===== config.mk =====
export PLATFORM = sky130hd
export DESIGN_NAME = bert_test_sequencer
export DESIGN_NICKNAME = d
export VERILOG_FILES = /design/src/rtl/bert_test_sequencer.sv
export SDC_FILE = /design/constraint.sdc
export NUM_CORES = 1
export LEC_CHECK = 0
export BUFFER_PORTS_ARGS = -buffer_cell sky130_fd_sc_hd__buf_2
export CORE_UTILIZATION = 50
export CTS_CLUSTER_SIZE = 24
export DETAILED_ROUTE_END_ITERATION = 8
export PLACE_DENSITY = 0.71
export SLEW_MARGIN = 0
export SYNTH_ARGS = -nofsm -noshare
export SYNTH_HDL_FRONTEND = slang
export SYNTH_SLANG_ARGS = --single-unit
export TNS_END_PERCENT = 30

===== constraint.sdc =====
create_clock -name clock -period 5.2 [get_ports clock]
set_input_delay 0.26 -clock clock [delete_from_list [all_inputs] [get_ports clock]]
set_output_delay 0.26 -clock clock [all_outputs]
set_load 0.03 [all_outputs]

===== src/rtl/bert_test_sequencer.sv =====
// Runs one bit-error-ratio measurement: channel reset, PRBS sync, windowed error accumulation.
// Every output is a register; state is exported with the encoding IDLE=0..DONE=4.
module bert_test_sequencer #(
  parameter int unsigned DW           = 8,
  parameter int unsigned CNT_W        = 32,
  parameter int unsigned RST_CYCLES   = 4,
  parameter int unsigned SYNC_WORDS   = 16,
  parameter int unsigned SYNC_TIMEOUT = 1024
) (
  input  logic             clock,
  input  logic             reset,
  input  logic             start,
  input  logic             abort,
  input  logic [CNT_W-1:0] window_words,
  input  logic [CNT_W-1:0] err_threshold,
  input  logic             word_valid,
  input  logic [DW-1:0]    error,
  output logic             channel_reset,
  output logic             busy,
  output logic             done,
  output logic             sync_fail,
  output logic             threshold_exceeded,
  output logic [CNT_W-1:0] total_errors,
  output logic [CNT_W-1:0] total_bits,
  output logic [2:0]       state
);

  localparam int unsigned RST_W = (RST_CYCLES > 1) ? $clog2(RST_CYCLES) : 1;
  localparam int unsigned SR_W  = $clog2(SYNC_WORDS + 1);
  localparam int unsigned TO_W  = $clog2(SYNC_TIMEOUT + 1);
  localparam int unsigned PC_W  = $clog2(DW + 1);
  localparam int unsigned SUM_W = CNT_W + 1;

  typedef enum logic [2:0] {
    S_IDLE    = 3'd0,
    S_CHRST   = 3'd1,
    S_SYNC    = 3'd2,
    S_MEASURE = 3'd3,
    S_DONE    = 3'd4
  } state_t;

  state_t           st;
  logic [RST_W-1:0] rst_cnt;
  logic [SR_W-1:0]  sync_run;
  logic [TO_W-1:0]  sync_cyc;
  logic [CNT_W-1:0] words_seen;
  logic [CNT_W-1:0] window_q;
  logic [CNT_W-1:0] thresh_q;

  function automatic logic [PC_W-1:0] popcount(input logic [DW-1:0] v);
    logic [PC_W-1:0] c;
    c = '0;
    for (int i = 0; i < int'(DW); i++) c = c + PC_W'(v[i]);
    return c;
  endfunction

  logic [SUM_W-1:0] err_sum;
  logic [SUM_W-1:0] bit_sum;
  logic             clean_word;
  logic             sync_hit;

  assign err_sum    = {1'b0, total_errors} + SUM_W'(popcount(error));
  assign bit_sum    = {1'b0, total_bits} + SUM_W'(DW);
  assign clean_word = word_valid && (error == '0);
  assign sync_hit   = clean_word && (sync_run == SR_W'(SYNC_WORDS - 1));
  assign state      = st;

  // Sequencer: one register block holding state, counters and all outputs
  always_ff @(posedge clock) begin
    if (reset) begin
      st                 <= S_IDLE;
      rst_cnt            <= '0;
      sync_run           <= '0;
      sync_cyc           <= '0;
      words_seen         <= '0;
      window_q           <= '0;
      thresh_q           <= '0;
      channel_reset      <= 1'b0;
      busy               <= 1'b0;
      done               <= 1'b0;
      sync_fail          <= 1'b0;
      threshold_exceeded <= 1'b0;
      total_errors       <= '0;
      total_bits         <= '0;
    end else begin
      // Sticky compare against the registered total; lags the total by one cycle
      threshold_exceeded <= threshold_exceeded | (total_errors > thresh_q);
      case (st)
        S_IDLE, S_DONE: begin
          if (start) begin
            st                 <= S_CHRST;
            busy               <= 1'b1;
            channel_reset      <= 1'b1;
            done               <= 1'b0;
            sync_fail          <= 1'b0;
            threshold_exceeded <= 1'b0;
            total_errors       <= '0;
            total_bits         <= '0;
            window_q           <= (window_words == '0) ? CNT_W'(1) : window_words;
            thresh_q           <= err_threshold;
            rst_cnt            <= '0;
          end
        end
        S_CHRST: begin
          if (abort) begin
            st            <= S_IDLE;
            busy          <= 1'b0;
            channel_reset <= 1'b0;
          end else if (rst_cnt == RST_W'(RST_CYCLES - 1)) begin
            st            <= S_SYNC;
            channel_reset <= 1'b0;
            sync_run      <= '0;
            sync_cyc      <= '0;
          end else begin
            rst_cnt <= rst_cnt + RST_W'(1);
          end
        end
        S_SYNC: begin
          if (abort) begin
            st   <= S_IDLE;
            busy <= 1'b0;
          end else begin
            sync_cyc <= sync_cyc + TO_W'(1);
            if (sync_hit) begin
              st         <= S_MEASURE;
              sync_run   <= '0;
              words_seen <= '0;
            end else if (clean_word) begin
              sync_run <= sync_run + SR_W'(1);
            end else if (word_valid) begin
              sync_run <= '0;
            end
            // Sync on the final allowed cycle takes priority over timeout
            if (!sync_hit && sync_cyc == TO_W'(SYNC_TIMEOUT - 1)) begin
              st        <= S_DONE;
              busy      <= 1'b0;
              done      <= 1'b1;
              sync_fail <= 1'b1;
            end
          end
        end
        S_MEASURE: begin
          if (abort) begin
            st   <= S_IDLE;
            busy <= 1'b0;
          end else if (word_valid) begin
            total_errors <= err_sum[CNT_W] ? '1 : err_sum[CNT_W-1:0];
            total_bits   <= bit_sum[CNT_W] ? '1 : bit_sum[CNT_W-1:0];
            words_seen   <= words_seen + CNT_W'(1);
            if (words_seen + CNT_W'(1) == window_q) begin
              st   <= S_DONE;
              busy <= 1'b0;
              done <= 1'b1;
            end
          end
        end
        default: begin
          st   <= S_IDLE;
          busy <= 1'b0;
        end
      endcase
    end
  end

endmodule


==> out/qor.txt <==
Status - complete, no violations
Top Ports - 149
First DRT Iteration DRCs - 729
CP Capture Type - flop
CP Cell Sequence - buf_2 -> fa_1 -> inv_1 -> fa_1 -> fa_1 -> fa_1 -> inv_1 -> fa_1 -> a21o_1 -> a21o_1 -> nand3_1 -> nor2_1 -> and4bb_1 -> buf_4 -> o21ai_0 -> a21oi_1
Cts hold-fix bufs - 0
Worst-path fanout max - 17
Worst-margin pin slew - 1220 ps
Vias in the first global route - 9,472
Most common cell in the synthesized netlist - dfxtp_1
Sequential area share after synthesis - 34.8%
Gr ovfl total - 0
Worst-path clk slew - 70 ps
CTS tree - yes
Post-Place Cells - 1,711
Pwr Density - 273 nW/um^2
Tightest Hold Check Type - in -> reg
Starting density of the core - 51.7%
Synth top area cells - dfxtp_1 35%, a21oi_1 6.4%, o21ai_0 5.5%, ha_1 5.3%, nand2_1 5.2%
CTS Root Cell - clkbuf_16
Horiz. Die Dim - 148 um
Drt pass-1 iters - 6
CTS resizes - 0
Post-CTS Repair Setup Buffers - 0
Routed Antenna Nets - 0
Synth async-reset ratio - 0%
Max Root-Sink Buffers - 2
Crit-path slowest cell - fa_1
Psw - 918 uW
Top post-synthesis cells by count - 184 x dfxtp_1, 148 x nand2_1, 136 x a21oi_1, 133 x nor2_1, 116 x o21ai_0
P&R area growth vs syn - 13.0%
Logic pwr share - 14.4%
Final setup skew - 8.84 ps
First-pass GRT wire length - 47,300 um
IO Port Bufs - 148
Layout fillers - 1,935
Final Hold Fails - 0
Slew margin rel. - 18.5%
CP max stage delay - 540 ps
Fin crit period - 4010 ps
Post-Syn Area per Cell - 7.71 um^2
Gr usage total - 26.6%
Area fraction of the dominant cell type after synthesis - 34.8%
Max-slew violations - 0
Synth Register Bits - 184
Tot Pwr - 3.27 mW
Share of layout cells above drive strength 1 - 14.5%
Ys Warns - 0
Layout Nets - 1,587
Pin count of the biggest net entering global routing - 78
Cell-internal power - 2.36 mW
Clock share of power - 39.3%
Setup TNS - 0 ps
Final GP Congestion - 0.899
Pleak - 4.74 nW
Critical path type - in -> reg
Residual DRC - 0
Fmax - 249 MHz
Ys flop type - dfxtp_1
Number of diodes - 0
Synth Net Count - 1,501
Die area - 21,800 um^2
Post-Synthesis Cells - 1,374
Post-DP HPWL - 20,300 um
WL final - 28,800 um
Vias - 10,400
CORE AREA - 20,500 um^2
Die height - 148 um
Avg WL per Cell - 16.5 um
Area leader, netlist - dfxtp_1
CP Launch Type - primary input
CTS HTree Levels - 4
Initial antenna violation count - 0
Mapped Area - 10,600 um^2
Period utilisation layout - 77.1%
Total clock sinks - 184
Final Non-Filler Cells - 1,743
Clock Latency Late Sink - 440 ps
Post-DR vias/cell - 5.94
Most used cell, CP - fa_1
Seq pwr share - 46.3%
Sw Share - 28.0%
Worst Path Required - 5560 ps
Setup-failing EPs final - 0
Post-synth EDFFs - 0
Yosys cell types - 71
RSZ-0062 raised after global routing - false
Max-cap violations - 0
Row cnt - 52
VDD IR-drop max - 216 uV
Critical Path AT - 4370 ps
Cts bufs inserted - 17
## worst paths after layout
check | startpoint | endpoint | slack (ps) | depth (start not counted)
setup reg to reg | total_errors[0]$_SDFFE_PP0P_ | total_errors[6]$_SDFFE_PP0P_ | 1220 | 14
setup / recovery | error[0] | total_errors[6]$_SDFFE_PP0P_ | 1190 | 16
hold / removal | window_words[17] | window_q[17]$_SDFFE_PP0P_ | 50 | 2
hold reg to reg | sync_run[4]$_SDFFE_PP0P_ | sync_run[4]$_SDFFE_PP0P_ | 450 | 2
## stage by stage
stage / worst slack (ps) / util, % / hold WS [ps] / cell area (um^2)
6_report: 1190 / 58.4 / 48.8 / 12000
5_1_grt: 980 / 58.4 / 43.7 / 12000
4_1_cts: 1230 / 58.4 / 46.5 / 12000
3_5_place_dp: 782 / 55.6 / 447 / 11400
3_3_place_gp: 892 / 55.6 / 441 / 11400
2_1_floorplan: 1380 / - / 386 / 10600
## state kept, by name (all words and copies together) (netlist names), 3 cells and up
register / flops
total_bits: 30
window_q: 32
words_seen: 32
thresh_q: 32
total_errors: 32
sync_cyc: 11
sync_run: 5
state: 3
## power groups by stage
stage,registers [mW],clock network [mW],logic (mW)
2_1_floorplan,1.54,0,0.320
3_3_place_gp,1.55,0,0.459
3_5_place_dp,1.55,0,0.471
4_1_cts,1.52,1.29,0.474
5_1_grt,1.52,1.36,0.526
6_report,1.52,1.29,0.471
## layout make-up
class | instances | area (um^2) | share of cell area (%)
timing repair buffer | 158 | 818 | 6.83
clock buffer | 22 | 484 | 4.04
multi-input combinational | 1048 | 6370 | 53.2
sequential | 184 | 3680 | 30.8
tap | 270 | 338 | 2.82
clock inverter | 10 | 95.1 | 0.794
inverter | 51 | 191 | 1.60
## logic make-up after synthesis
kind of cell / count (synthesis) / synth area share [%]
xor gates and xnor gates: 51 / 4.22
adders and majority gates: 50 / 6.26
DFF: 184 / 34.8
and+or+nand+nor: 558 / 26.8
AOI/OAI and AO/OA: 385 / 22.1
buffers and inverters: 142 / 5.41
muxes: 4 / 0.378
## critical path: cells and delay by family
family	cells	cell delay (ps)
AO/OA/AOI/OAI	4	650
adder cells (fa/ha/maj)	5	2080
buffers and inverters	4	550
AND/OR/NAND/NOR	3	820
## per-layer routing
layer  GRT usage [%]  part of all wire, %  vias up
met2            42.9                   46      331
met3            4.20                  5.6       40
li1                -                    -     5113
met4            8.66                  1.8        0
met5               0                    0        -
met1            36.4                   47     4869
## placed cells by master, fill, tap and decap left out, types with 23 or more instances in the layout
cell	n
a21oi_1	136
a22o_1	31
and3_1	23
buf_2	147
dfxtp_1	184
ha_1	45
inv_1	51
nand2_1	147
nand3_1	40
nand4_1	39
nor2_1	129
nor3_1	44
nor4_1	31
o21ai_0	116
xnor2_1	27
xor2_1	24
No activity file was read; power rests on OpenSTA's default activity.
